$ cat src/rtl/coreabc_ram_arbiter_pkg.sv
// coreabc_ram_pkg
// Shared definitions for the RAM arbiter slice. It holds the RAM geometry,
// the arbiter FSM encoding and the requester index constants.
// Ports: none (package).
package coreabc_ram_pkg;

   localparam int ADDR_W = 7;
   localparam int DATA_W = 8;
   localparam int DEPTH  = 128;

   typedef logic [ADDR_W-1:0] addr_t;
   typedef logic [DATA_W-1:0] data_t;

   // The fill ends when the counter is about to wrap from all-ones to zero.
   localparam addr_t LAST_ADDR = addr_t'(DEPTH - 1);

   typedef enum logic {
      ST_IDLE = 1'b0,
      ST_FILL = 1'b1
   } state_t;

   // Bit positions of the requesters in grant and eligibility vectors
   localparam int REQ_A = 0;
   localparam int REQ_B = 1;

endpackage

$ cat src/rtl/coreabc_ram_arbiter_if.sv
// coreabc_ram_arbiter_if
// Request/acknowledge channel between one requester and the RAM arbiter.
// Signals:
//   req    requester -> arbiter  access request, fields held until ack
//   we     requester -> arbiter  1 = write, 0 = read
//   addr   requester -> arbiter  word address
//   wdata  requester -> arbiter  write data
//   ack    arbiter -> requester  one-cycle access-complete pulse
//   rdata  arbiter -> requester  read data, valid only with ack on a read
// Modports: master (requester side), slave (arbiter side).
interface coreabc_ram_arbiter_if;
   import coreabc_ram_pkg::*;

   logic  req;
   logic  we;
   addr_t addr;
   data_t wdata;
   logic  ack;
   data_t rdata;

   modport master (
      output req, we, addr, wdata,
      input  ack, rdata
   );

   modport slave (
      input  req, we, addr, wdata,
      output ack, rdata
   );

endinterface

$ cat src/rtl/coreabc_ram_arbiter_rr_arb2.sv
// coreabc_rr_arb2
// Two-way round-robin grant. The grant is combinational from the eligibility
// vector and the pointer. The pointer moves only on a grant, and after reset
// it favours requester A.
// Ports:
//   pclk     in   clock
//   presetn  in   synchronous active-low reset
//   en       in   arbitration allowed this cycle
//   elig     in   [REQ_B:REQ_A] eligible requesters
//   grant    out  [REQ_B:REQ_A] one-hot grant, zero when nothing is granted
module coreabc_rr_arb2
   import coreabc_ram_pkg::*;
(
   input  logic       pclk,
   input  logic       presetn,
   input  logic       en,
   input  logic [1:0] elig,
   output logic [1:0] grant
);

   // 1: B wins a tie, 0: A wins a tie
   logic favor_b_q;

   always_comb begin
      grant = 2'b00;
      if (en) begin
         unique case (elig)
            2'b01:   grant = 2'b01;
            2'b10:   grant = 2'b10;
            2'b11:   grant = favor_b_q ? 2'b10 : 2'b01;
            default: grant = 2'b00;
         endcase
      end
   end

   always_ff @(posedge pclk) begin
      if (!presetn) begin
         favor_b_q <= 1'b0;
      end else if (grant[REQ_A]) begin
         favor_b_q <= 1'b1;
      end else if (grant[REQ_B]) begin
         favor_b_q <= 1'b0;
      end
   end

endmodule

$ cat src/rtl/coreabc_ram_arbiter.sv
// coreabc_ram_arbiter
// Arbiter and initialiser for the core's 128x8 synchronous-read RAM. Two
// requesters share the single write port and the single read port. At most
// one access is issued per cycle. The block can also run a hardware fill that
// writes INIT_VALUE to every location.
//
// state | meaning
// ------+----------------------------------------------------------
// IDLE  | arbitrate A/B requests; INIT_REQ (or pending auto-init) starts a fill
// FILL  | write INIT_VALUE at the counter address, 0..127, one per cycle
//
// Parameters:
//   INIT_VALUE     byte written to every location during a fill
//   INIT_ON_RESET  1: start a fill automatically on the first cycle out of reset
// Ports:
//   pclk       in   clock for the block and the RAM
//   presetn    in   synchronous active-low reset
//   init_req   in   start a fill (ignored while busy)
//   busy       out  fill in progress
//   a_bus      slave channel of requester A (sequencer side)
//   b_bus      slave channel of requester B (APB host side)
//   ram_wd     out  RAM write data
//   ram_waddr  out  RAM write address
//   ram_raddr  out  RAM read address
//   ram_wen    out  RAM write enable
//   ram_rd     in   RAM registered read data, valid one clock after ram_raddr
module coreabc_ram_arbiter
   import coreabc_ram_pkg::*;
#(
   parameter logic [DATA_W-1:0] INIT_VALUE    = 8'h00,
   parameter bit                INIT_ON_RESET = 1'b0
)
(
   input  logic                 pclk,
   input  logic                 presetn,
   input  logic                 init_req,
   output logic                 busy,
   coreabc_ram_arbiter_if.slave a_bus,
   coreabc_ram_arbiter_if.slave b_bus,
   output data_t                ram_wd,
   output addr_t                ram_waddr,
   output addr_t                ram_raddr,
   output logic                 ram_wen,
   input  data_t                ram_rd
);

   state_t     state_q;
   state_t     state_d;
   addr_t      cnt_q;
   addr_t      cnt_d;
   logic       auto_init_q;
   logic [1:0] ack_q;
   logic [1:0] rd_q;
   logic [1:0] req;
   logic [1:0] wr;
   logic [1:0] elig;
   logic [1:0] grant;
   logic       start_fill;
   logic       arb_en;

   assign req  = {b_bus.req, a_bus.req};
   assign wr   = {b_bus.we,  a_bus.we};

   // A requester granted last cycle is being acknowledged now, so its request
   // is still up but must not be served twice.
   assign elig = req & ~ack_q;

   // auto_init_q stands in for INIT_REQ on the first cycle out of reset.
   assign start_fill = init_req | auto_init_q;

   // A starting fill takes priority over any request. Gating with presetn
   // keeps the RAM outputs quiet while reset is held.
   assign arb_en = presetn && (state_q == ST_IDLE) && !start_fill;

   coreabc_rr_arb2 u_rr_arb2 (
      .pclk    (pclk),
      .presetn (presetn),
      .en      (arb_en),
      .elig    (elig),
      .grant   (grant)
   );

   always_comb begin
      state_d = state_q;
      cnt_d   = cnt_q;
      unique case (state_q)
         ST_IDLE: begin
            if (start_fill) begin
               state_d = ST_FILL;
               cnt_d   = '0;
            end
         end
         ST_FILL: begin
            cnt_d = cnt_q + 1'b1;
            if (cnt_q == LAST_ADDR) begin
               state_d = ST_IDLE;
            end
         end
         default: begin
            state_d = ST_IDLE;
            cnt_d   = '0;
         end
      endcase
   end

   always_comb begin
      ram_wen   = 1'b0;
      ram_waddr = '0;
      ram_raddr = '0;
      ram_wd    = '0;
      if (state_q == ST_FILL) begin
         ram_wen   = 1'b1;
         ram_waddr = cnt_q;
         ram_wd    = INIT_VALUE;
      end else if (grant[REQ_A]) begin
         if (a_bus.we) begin
            ram_wen   = 1'b1;
            ram_waddr = a_bus.addr;
            ram_wd    = a_bus.wdata;
         end else begin
            ram_raddr = a_bus.addr;
         end
      end else if (grant[REQ_B]) begin
         if (b_bus.we) begin
            ram_wen   = 1'b1;
            ram_waddr = b_bus.addr;
            ram_wd    = b_bus.wdata;
         end else begin
            ram_raddr = b_bus.addr;
         end
      end
   end

   always_ff @(posedge pclk) begin
      if (!presetn) begin
         state_q     <= ST_IDLE;
         cnt_q       <= '0;
         ack_q       <= 2'b00;
         rd_q        <= 2'b00;
         auto_init_q <= INIT_ON_RESET;
      end else begin
         state_q     <= state_d;
         cnt_q       <= cnt_d;
         ack_q       <= grant;
         rd_q        <= grant & ~wr;
         auto_init_q <= 1'b0;
      end
   end

   assign busy = (state_q == ST_FILL);

   // The read port is never used by the fill, so ram_rd is still valid for a
   // read acknowledged in the first cycle of a fill.
   assign a_bus.ack   = ack_q[REQ_A];
   assign b_bus.ack   = ack_q[REQ_B];
   assign a_bus.rdata = rd_q[REQ_A] ? ram_rd : '0;
   assign b_bus.rdata = rd_q[REQ_B] ? ram_rd : '0;

endmodule
$ cat src/flat_wrapper.sv
// flat-port wrapper written by rule: the top's interface ports become plain ports
module coreabc_ram_arbiter_flat import coreabc_ram_pkg::*;
#(
   parameter logic [DATA_W-1:0] INIT_VALUE    = 8'h00,
   parameter bit                INIT_ON_RESET = 1'b0
)
  (pclk, presetn, init_req, busy, ram_wd, ram_waddr, ram_raddr, ram_wen, ram_rd, a_bus_req, a_bus_we, a_bus_addr, a_bus_wdata, a_bus_ack, a_bus_rdata, b_bus_req, b_bus_we, b_bus_addr, b_bus_wdata, b_bus_ack, b_bus_rdata);
  coreabc_ram_arbiter_if a_bus_i ();
  coreabc_ram_arbiter_if b_bus_i ();
  input  logic pclk;
  input  logic presetn;
  input  logic init_req;
  output logic busy;
  output data_t ram_wd;
  output addr_t ram_waddr;
  output addr_t ram_raddr;
  output logic ram_wen;
  input  data_t ram_rd;
  input wire logic [$bits(a_bus_i.req)-1:0] a_bus_req;
  input wire logic [$bits(a_bus_i.we)-1:0] a_bus_we;
  input wire logic [$bits(a_bus_i.addr)-1:0] a_bus_addr;
  input wire logic [$bits(a_bus_i.wdata)-1:0] a_bus_wdata;
  output wire logic [$bits(a_bus_i.ack)-1:0] a_bus_ack;
  output wire logic [$bits(a_bus_i.rdata)-1:0] a_bus_rdata;
  input wire logic [$bits(b_bus_i.req)-1:0] b_bus_req;
  input wire logic [$bits(b_bus_i.we)-1:0] b_bus_we;
  input wire logic [$bits(b_bus_i.addr)-1:0] b_bus_addr;
  input wire logic [$bits(b_bus_i.wdata)-1:0] b_bus_wdata;
  output wire logic [$bits(b_bus_i.ack)-1:0] b_bus_ack;
  output wire logic [$bits(b_bus_i.rdata)-1:0] b_bus_rdata;
  assign a_bus_i.req = a_bus_req;
  assign a_bus_i.we = a_bus_we;
  assign a_bus_i.addr = a_bus_addr;
  assign a_bus_i.wdata = a_bus_wdata;
  assign a_bus_ack = a_bus_i.ack;
  assign a_bus_rdata = a_bus_i.rdata;
  assign b_bus_i.req = b_bus_req;
  assign b_bus_i.we = b_bus_we;
  assign b_bus_i.addr = b_bus_addr;
  assign b_bus_i.wdata = b_bus_wdata;
  assign b_bus_ack = b_bus_i.ack;
  assign b_bus_rdata = b_bus_i.rdata;
  coreabc_ram_arbiter #(.INIT_VALUE(INIT_VALUE), .INIT_ON_RESET(INIT_ON_RESET)) u_core (.pclk(pclk), .presetn(presetn), .init_req(init_req), .busy(busy), .a_bus(a_bus_i), .b_bus(b_bus_i), .ram_wd(ram_wd), .ram_waddr(ram_waddr), .ram_raddr(ram_raddr), .ram_wen(ram_wen), .ram_rd(ram_rd));
endmodule
$ cat config.mk
export PLATFORM = sky130hd
export DESIGN_NAME = coreabc_ram_arbiter_flat
export DESIGN_NICKNAME = d
export VERILOG_FILES = /design/src/rtl/coreabc_ram_arbiter_pkg.sv /design/src/rtl/coreabc_ram_arbiter_if.sv /design/src/rtl/coreabc_ram_arbiter_rr_arb2.sv /design/src/rtl/coreabc_ram_arbiter.sv /design/src/flat_wrapper.sv
export SDC_FILE = /design/constraint.sdc
export NUM_CORES = 1
export LEC_CHECK = 0
export CORE_AREA = 2 2 48 72
export DETAILED_ROUTE_END_ITERATION = 10
export DIE_AREA = 0 0 50 74
export HOLD_SLACK_MARGIN = 0.02
export MAX_ROUTING_LAYER = met4
export PLACE_DENSITY = 0.9
export SYNTH_ARGS = -nofsm -noshare
export SYNTH_HDL_FRONTEND = slang
export SYNTH_HIERARCHICAL = 1
export SYNTH_SLANG_ARGS = --single-unit
$ cat constraint.sdc
create_clock -name pclk -period 6.85 [get_ports pclk]
set_input_delay 1.7125 -clock pclk [delete_from_list [all_inputs] [get_ports pclk]]
set_output_delay 1.7125 -clock pclk [all_outputs]
set_load 0.05 [all_outputs]
**Yosys cells after proc, flatten, opt, wreduce, memory -nomap -nowiden**

Cells that the tools add are included.

- Logic and storage cells: 52
- Output and inout port bits: 42
- Input bits: 45
- Register bits: 13

- $add $sub $neg: 1
- Reduce and logical (&&, ||, !) cells: 4
- Muxes and demuxes: 32
- Equality and inequality tests: 5
- Bitwise gates (word level): 5

Operators by type and width:

| operator | number |
|---|---|
| $mux W7 | 11 |
| $mux W8 | 7 |
| $pmux W7 S2 | 1 |
| $mux W1 | 9 |
| $add A7 B1 Y7 const B | 1 |
| $eq A7 B7 Y1 const B | 1 |
| $pmux W2 S3 | 1 |
| $and A2 B2 Y2 | 2 |
| $eq A2 B2 Y1 const B | 2 |
| $mux W2 | 2 |
| $not A2 Y2 | 2 |
| $eq A2 B1 Y1 const B | 1 |
| $logic_and A1 B1 Y1 | 2 |
| $ne A2 B2 Y1 const B | 1 |
| $pmux W1 S2 | 1 |
| $reduce_bool A2 Y1 | 1 |
| $logic_not A1 Y1 | 1 |
| $not A1 Y1 | 1 |

**Depth between registers and ports, before layout**

Gate-level depths: netlist of the first run.

- Word-level depth: 8
- Gate-level depth with buffers: 10
- Mapped depth without buffers: 7

**Cells and area by module**

Netlist of the first run, hierarchy kept.

By module, submodules not included:

| module | instances | cells each | area each (um^2) | seq. area each (um^2) |
|---|---|---|---|---|
| coreabc_ram_arbiter | 1 | 132 | 983.4 | 240.2 |
| coreabc_rr_arb2 | 1 | 9 | 58.8 | 20.0 |

**Least setup slack after synthesis of the first run**

No wires, ideal clock.

- Kind: input to output
- Start: input presetn
- End: output ram_waddr[1]
- Stages: 8
- Arrival time: 3864 ps
- Path buffers: 1
- Setup slack: 1273 ps
- Data required time: 5137 ps
- Cell sequence: inv_1 > nor3_1 > nand2_1 > a21oi_1 > and2_1 > buf_4 > a22oi_1 > o21ai_0

- Elaborated cells on any way between the ends: 6
- Those cells by class: 4 x mux; 2 x reduce/logical

RTL lines:

| element | RTL line | source |
|---|---|---|
| start: declaration | flat_wrapper.sv:11 | `input logic presetn;` |
| $logic_and A1 B1 Y1 (2 in a row) | coreabc_ram_arbiter.sv:73 | `assign arb_en = presetn && (state_q == ST_IDLE) && !start_fill;` |
| via u_core.arb_en | coreabc_ram_arbiter.sv:59 | `logic arb_en;` |
| $mux W2 | coreabc_ram_arbiter_rr_arb2.sv:26 | `if (en) begin` |
| via u_core.grant[0] | coreabc_ram_arbiter.sv:57 | `logic [1:0] grant;` |
| $mux W7 | coreabc_ram_arbiter.sv:115 | `end else if (grant[REQ_A]) begin` |
| $mux W7 | coreabc_ram_arbiter.sv:111 | `if (state_q == ST_FILL) begin` |
| end: declaration | flat_wrapper.sv:15 | `output addr_t ram_waddr;` |

The timed path passes the listed nets, and every way through them passes these cells.

**Final worst setup path of the first run**

- Start: input presetn
- End: output ram_raddr[2]

- Elaborated cells on any way between the ends: 6
- Those cells by class: 4 x mux; 2 x reduce/logical

RTL lines:

| element | RTL line | source |
|---|---|---|
| $logic_and A1 B1 Y1 (2 in a row) | coreabc_ram_arbiter.sv:73 |  |
| via u_core.arb_en | coreabc_ram_arbiter.sv:59 |  |
| $mux W2 | coreabc_ram_arbiter_rr_arb2.sv:26 |  |
| via u_core.grant[0] | coreabc_ram_arbiter.sv:57 |  |
| $mux W7 | coreabc_ram_arbiter.sv:115 |  |
| $mux W7 | coreabc_ram_arbiter.sv:111 |  |
| end: declaration | flat_wrapper.sv:16 | `output addr_t ram_raddr;` |

The timed path passes the listed nets, and every way through them passes these cells.

==> summary.txt, run 1 <==
Placed design
  • Dpl hpwl: around 2800 um
  • Gpl congestion: 0.804
  • Number of port buffers: 86

Die
  • Core region area: approximately 3100 sq um
  • Io pins: 87
  • Row count: 25
  • Starting Density: 0.337
  • Die Height: 74 um
  • Die width: approximately 50 um
  • Die area: ~3700 sq um

Global route
  • Grt total ovfl: 0
  • Total GRT Usage: 0.197
  • Global-route wire length before repair: 5700 um
  • Largest net degree at the start of global routing: 43
  • Vias in the first global route: approximately 1200
  • Antenna violations before repair: 0

Worst setup path
  • CP arrival: approximately 4.8 ns
  • CP Launch Point: presetn
  • Startpoint Class: primary input
  • Max FO, Critical Path: 9
  • Worst Setup End Kind: output port
  • R2R depth: 5
  • R2r startpoint: u_core/busy$_SDFF_PN0_
  • Critical Path End: ram_raddr[2]
  • WP data required: between 5 and 6 ns
  • Worst R2R Setup Slack: ~5.4 ns
  • Reg2reg end: u_core/rd_q[0]$_SDFF_PN0_
  • Critical path class: in2out

Clock tree
  • Clock latency on the worst-skew pair: approximately 0.24 ns
  • CTS tree: built
  • PostCTS Resize Cnt: 0
  • Clock Tree Root: clkbuf_8
  • CTS H-tree depth: 1
  • Worst-path clk slew: ~0.05 ns
  • Num CTS Buffers: 3
  • CTS Hold Bufs: 0
  • CTS Buffer Depth: 2
  • Post-CTS Setup Bufs: 0
  • CTS Sinks: 13

Timing
  • Fmax achieved: 154 MHz
  • Slew @ Worst Pin: between 0.5 and 0.6 ns
  • Min Tclk post-route: about 6.5 ns
  • RSZ-0062 raised after global routing: false
  • Max-slew violations: 0
  • Relative slew slack: 0.657
  • Final setup viols: 0
  • Clk_skew: just over 0.0009 ns
  • Fin crit share: 0.949
  • Sum of negative setup slack: 0 ns
  • Final Hold Viols: 0

Logic synthesis
  • FFs w/ async S/R, synth: 0
  • Top FF cell, synth: dfxtp_1
  • Compound-Gate Fraction of Synth Area: 0.304
  • Register area share after synthesis: 0.250
  • Distinct cells, synth: 32
  • Simple-gate area share of the yosys netlist: 0.353
  • Syn avg cell area: 7.39 sq um
  • Cell Area, Synth: roughly 1000 sq um
  • Post-Synth Adder-Cell Area: 0.0120
  • Post-Synth XOR/XNOR Area: 0
  • Mux share of post-synthesis cell area: 0.00960
  • Main combinational cell family by area after synthesis: simple AND/OR/NAND/NOR gates
  • Post-synth EDFFs: 0
  • #FFs+latches synth: 13
  • Post-Syn Instances: around 140
  • Synth Warn #: 6
  • Mapped Nets: between 150 and 200

Routing
  • WL final: approximately 3600 um
  • Drt via density: 5.09
  • DRC Markers: 0
  • Initial DRC count: 29
  • ANT nets after route: 0
  • DR pass1 iterations: 4
  • DR vias: 1348
  • Routed length per instance: between 10 and 15 um

Final layout
  • Antenna Cells: 0
  • Share of cells above drive strength 1: 0.107
  • Synth-to-layout area growth: 84.2%
  • Nets: roughly 270

Pwr
  • Overall power: between 0.0002 and 0.00025 W
  • Pleak: a little over 0.7 nW
  • Peak VDD IR: between 0.0001 and 0.00015 V
  • Power Density: 112 nW/um^2

Outcome
  • Status: finished, final reports clean

Run
  • Max cap viols: 0

Worst hold path
  • Worst Hold Class: reg2reg
power by group:
part | leakage [nW] | switching (W) | internal, W
registers | 0.105 | 0.00000142 | 0.0000774
logic | 0.589 | 0.0000359 | 0.0000353
clock network | 0.0228 | 0.0000246 | 0.0000409
layout by cell type (no fill, tap or decap), types with 2 or more instances in the layout:
cell             synthesis  layout
dfxtp_1                 13      13
buf_4                    1      18
nand2b_1                 2       2
clkbuf_8                 0       3
clkdlybuf4s50_1          0      71
nor2_1                  19      19
and2_1                  19      19
nand2_1                 10      10
a22oi_1                 21      21
a21oi_1                  9       9
or3_1                    2       2
nor3b_1                  2       2
nor2b_1                  7       7
nand3_1                  2       2
inv_1                    3       3
o21ai_0                  8       8
how the worst min path moves through the flow:
stage	from	to	slack, ns	depth (start not counted)
finish	u_core/cnt_q[6]$_SDFFE_PN0P_	u_core/busy$_SDFF_PN0_	0.49	1
global route	u_core/cnt_q[6]$_SDFFE_PN0P_	u_core/busy$_SDFF_PN0_	0.53	1
CTS	u_core/cnt_q[6]$_SDFFE_PN0P_	u_core/busy$_SDFF_PN0_	0.48	1
detailed placement	u_core/cnt_q[6]$_SDFFE_PN0P_	u_core/busy$_SDFF_PN0_	0.47	1
global placement	u_core/cnt_q[6]$_SDFFE_PN0P_	u_core/busy$_SDFF_PN0_	0.46	1
floorplan	u_core/cnt_q[6]$_SDFFE_PN0P_	u_core/busy$_SDFF_PN0_	0.44	1
critical path: stages:
cell and delay [ns]:
clkdlybuf4s50_1 0.61, inv_1 0.16, nor3_1 0.38, nand2_1 0.09
a21oi_1 0.28, nor2b_1 0.49, a22oi_1 0.14, nor2_1 0.11
clkdlybuf4s50_1 0.81
per-stage QoR:
step | utilization | hold slack [ns] | cells | cell area (sq um) | worst slack (ns)
after floorplan | - | 0.440 | 141 | 1040 | 1.27
after global placement | 0.605 | 0.461 | 261 | 1870 | 0.436
after detailed placement | 0.605 | 0.469 | 261 | 1870 | 0.335
after CTS | 0.620 | 0.482 | 265 | 1920 | 0.325
after global routing | 0.620 | 0.525 | 265 | 1920 | 0.0915
final | 0.620 | 0.486 | 265 | 1920 | 0.352
registers in the layout, indices dropped and copies added, names as in the netlist:
register and flops:
u_core/busy 1, u_core/rd_q 2, u_core/ack_q 2, u_core/cnt_q 7, u_core/u_rr_arb2/favor_b_q 1
cell usage after synthesis, types with 3 or more instances:
cell type / number / area [sq um]
a21oi_1: 9 / 45.0
a22oi_1: 21 / 158
and2_1: 19 / 119
buf_2: 3 / 15.0
buf_6: 3 / 33.8
dfxtp_1: 13 / 260
inv_1: 3 / 11.3
nand2_1: 10 / 37.5
nor2_1: 19 / 71.3
nor2b_1: 7 / 43.8
o21ai_0: 8 / 40.0
final cells by class:
type,count,area (sq um)
multi-input cells,116,707
clock buffers,4,45.0
flip-flops and latches,13,260
fillers,277,1180
inverters,3,11.3
repair buffers,89,846
well taps,40,50.0
logic make-up after synthesis:
group,Yosys count
compound gates,45
fa+ha+maj,1
buf+inv,12
mux,1
simple gates,69
flops,13
routing by layer:
metal / track usage / wire length, um / vias up
met1: 0.232 / 1450 / 603
met5: - / 0 / -
met4: 0.108 / 52 / 0
li1: - / - / 675
met2: 0.317 / 1750 / 66
met3: 0.0321 / 294 / 4
(Power assumes the default switching activity.)
==> run 2, diff against run 1 <==
--- a/config.mk
+++ b/config.mk
@@ -5,13 +5,13 @@
 export SDC_FILE = /design/constraint.sdc
 export NUM_CORES = 1
 export LEC_CHECK = 0
-export CORE_AREA = 2 2 48 72
+export ABC_AREA = 1
+export CORE_AREA = 2 2 50 76
 export DETAILED_ROUTE_END_ITERATION = 10
-export DIE_AREA = 0 0 50 74
+export DIE_AREA = 0 0 52 78
 export HOLD_SLACK_MARGIN = 0.02
 export MAX_ROUTING_LAYER = met4
-export PLACE_DENSITY = 0.9
+export PLACE_DENSITY = 0.89
 export SYNTH_ARGS = -nofsm -noshare
 export SYNTH_HDL_FRONTEND = slang
-export SYNTH_HIERARCHICAL = 1
 export SYNTH_SLANG_ARGS = --single-unit
==> run 2 against run 1 <==
  * Core utilization up 1.4 points
  * Combinational power up 37%
  * Clock power up 5.3%
  * Non-clock buffer count down 3
  * Via count up 28%
  * Worst setup slack better by 0.75 ns
  * Critical path depth down 3
  * Flip-flop and latch count unchanged
  * Hold slack better by 0.017 ns
  * Clock skew up 0.0052 ns
  * Sequential share of layout area down 1.3 points
==> summary.txt, run 2 <==
Logic synthesis
  • Top FF cell, synth: dfxtp_1
  • Syn avg cell area: 5.68 sq um (-23%)
  • Synth cell count leaders: nand2_1 (71), inv_1 (39), nand3_1 (27), nand4_1 (16)
  • Top-count cell post-synth: nand2_1
  • Synth Warn #: 0 (-6)
  • Post-synth EDFFs: 0 (unchanged)
  • Post-synth top area share: 0.213 (-0.0363)
  • Cell Area, Synth: 1250 sq um (+20%)
  • #FFs+latches synth: 13 (unchanged)
  • FFs w/ async S/R, synth: 0 (unchanged)
  • Top cells by area, synth: nand2_1 (21%), dfxtp_1 (21%), inv_1 (12%)
  • Synth area leader: nand2_1
  • Mapped Nets: 266 (+42%)
  • Distinct cells, synth: 23 (-28%)
  • Post-Syn Instances: 220 (+56%)
  • Register area share after synthesis: 0.208 (-0.0413)

Routing
  • DR vias: 1723 (+28%)
  • WL final: 4310 um (+21%)
  • Drt via density: 5.08 (about the same)
  • DR pass1 iterations: 5 (+1)
  • Initial DRC count: 82 (+180%)
  • Routed length per instance: 12.7 um (-5.1%)
  • DRC Markers: 0 (unchanged)
  • ANT nets after route: 0 (unchanged)

Clock tree
  • CTS Sinks: 13 (unchanged)
  • CTS Buffer Depth: 2 (unchanged)
  • CTS tree: built
  • Num CTS Buffers: 3 (unchanged)
  • Clock Tree Root: clkbuf_8
  • CTS Hold Bufs: 0 (unchanged)
  • CTS H-tree depth: 1 (unchanged)
  • Post-CTS Setup Bufs: 0 (unchanged)
  • Worst-path clk slew: 0.05 ns (about the same)
  • PostCTS Resize Cnt: 0 (unchanged)
  • Clock latency on the worst-skew pair: 0.25 ns (about the same)

Worst setup path
  • Cell repeated most along the worst path: clkdlybuf4s50_1
  • Critical Path Slowest Stage Cell: clkdlybuf4s50_1
  • CP arrival: 4.03 ns (-0.76 ns)
  • WP data required: 5.14 ns (about the same)
  • Startpoint Class: primary input
  • Max FO, Critical Path: 25 (+16)
  • Worst path cell trace: clkdlybuf4s50_1, nand3_4, nor2_4, nand3_1, nand2_1, clkdlybuf4s50_1
  • Worst path max stage delay: 0.79 ns (-0.02 ns)
  • Worst Setup End Kind: output port
  • Critical path class: in2out
  • Worst R2R Setup Slack: 5.30 ns (-0.11 ns)

Final layout
  • Share of cells above drive strength 1: 0.0303 (-0.0764)
  • Area taken by multi-input logic gates: 754 sq um (+6.7%)
  • Non-filler cells in the finished layout: 339 (+28%)
  • Most frequent cells in the layout: clkdlybuf4s50_1 (86), nand2_1 (71), inv_1 (39)
  • Finished Cell Area: 2120 sq um (+11%)
  • Max reg flops: 7 (unchanged)
  • FILL cells: 313 (+13%)
  • Layout Utilization: 0.634 (+0.0139)
  • Biggest regs: u_core.cnt_q x7, u_core.ack_q x2, u_core.rd_q x2
  • Synth-to-layout area growth: 70.0%
  • Antenna Cells: 0 (unchanged)
  • Nets: 344 (+26%)
  • Sequential Area: 260 sq um (unchanged)
  • Commonest non-fill, non-tap cell in the layout: clkdlybuf4s50_1
  • Largest Register: u_core.cnt_q

Global route
  • Total GRT Usage: 0.222 (+0.0248)
  • Global-route wire length before repair: 6830 um (+20%)
  • Vias in the first global route: 1547 (+24%)
  • Antenna violations before repair: 0 (unchanged)
  • Largest net degree at the start of global routing: 26 (-40%)
  • Grt total ovfl: 0 (unchanged)

Die
  • Die Height: 78 um (+5.4%)
  • Starting Density: 0.373 (+0.0361)
  • Row count: 26 (+4.0%)
  • Core region area: 3350 sq um (+8.2%)
  • Die area: 4060 sq um (+9.6%)
  • Io pins: 87 (unchanged)
  • Die width: 52 um (+4.0%)

Timing
  • Final setup viols: 0 (unchanged)
  • Max-slew violations: 0 (unchanged)
  • Slew @ Worst Pin: 0.735 ns (+0.222 ns)
  • Final Hold Viols: 0 (unchanged)
  • Min Tclk post-route: 5.75 ns (-0.752 ns)
  • Sum of negative setup slack: 0 ns (unchanged)
  • Clk_skew: 0.00610 ns (+0.00517 ns)
  • Fin crit share: 0.839 (-0.110)
  • Fmax achieved: 174 MHz (+13%)
  • RSZ-0062 raised after global routing: false
  • Relative slew slack: 0.508 (-0.149)

Pwr
  • Peak VDD IR: 0.000101 V (-22%)
  • Power Density: 118 nW/um^2 (+4.7%)
  • Pleak: 1.04 nW (+45%)
  • Overall power: 0.000250 W (+16%)

Placed design
  • Placed cell areas: 2080 sq um (+11%)
  • Gpl congestion: 0.948 (+18%)
  • Dpl hpwl: 3190 um (+15%)
  • # placed instances: 335 (+28%)
  • Number of port buffers: 86 (unchanged)

Run
  • Max cap viols: 0 (unchanged)

Outcome
  • Status: finished, final reports clean

Worst hold path
  • Worst Hold Class: reg2reg
## run 2: cell families (layout without fill, tap and decap cells)
family / count (synthesis) / count (layout) / synth area share
DFF: 13 / 13 / 0.208
and+or+nand+nor: 142 / 142 / 0.544
buffers and inverters: 53 / 130 / 0.187
AOI/OAI and AO/OA: 11 / 11 / 0.0501
adders and majority gates: 1 / 1 / 0.0100
## run 2: layout make-up
| type | count | area share |
|---|---|---|
| tap | 42 | 0.0247 |
| sequential | 13 | 0.123 |
| clock buffer | 4 | 0.0212 |
| timing repair buffer | 86 | 0.405 |
| inverter | 40 | 0.0707 |
| multi-input combinational | 154 | 0.355 |
## run 2: per-stage QoR
step,hold WS (ns),worst slack [ns]
floorplan,0.453,2.39
global placement,0.478,1.14
detailed placement,0.484,1.13
CTS,0.491,1.12
global route,0.511,0.965
finish,0.503,1.10
## run 2: final timing paths
check,endpoint,from,cells past startpoint
setup / recovery,ram_wd[7],presetn,6
hold / removal,u_core.u_rr_arb2.favor_b_q$_SDFFE_PN0P_,u_core.u_rr_arb2.favor_b_q$_SDFFE_PN0P_,2
setup reg to reg,u_core.rd_q[0]$_SDFF_PN0_,u_core.busy$_SDFF_PN0_,5
hold reg to reg,u_core.u_rr_arb2.favor_b_q$_SDFFE_PN0P_,u_core.u_rr_arb2.favor_b_q$_SDFFE_PN0P_,2
## run 2: worst max-delay path, delay by kind of cell
kind,cells,cell delay [ns]
simple gates,4,0.88
buf+inv,2,1.42
## run 2: routing by layer
| metal | vias up | track usage | wire [um] |
|---|---|---|---|
| met5 | - | - | 0 |
| met4 | 0 | 0.118 | 102 |
| met3 | 13 | 0.0288 | 326 |
| met2 | 73 | 0.384 | 2210 |
| met1 | 780 | 0.236 | 1670 |
| li1 | 857 | - | - |
## run 2: power by group
group	internal, W	switching [W]	leakage [nW]	total, W
sequential	0.0000785	0.00000458	0.106	0.0000831
clock	0.0000411	0.0000279	0.0228	0.0000690
combinational	0.0000409	0.0000565	0.914	0.0000975
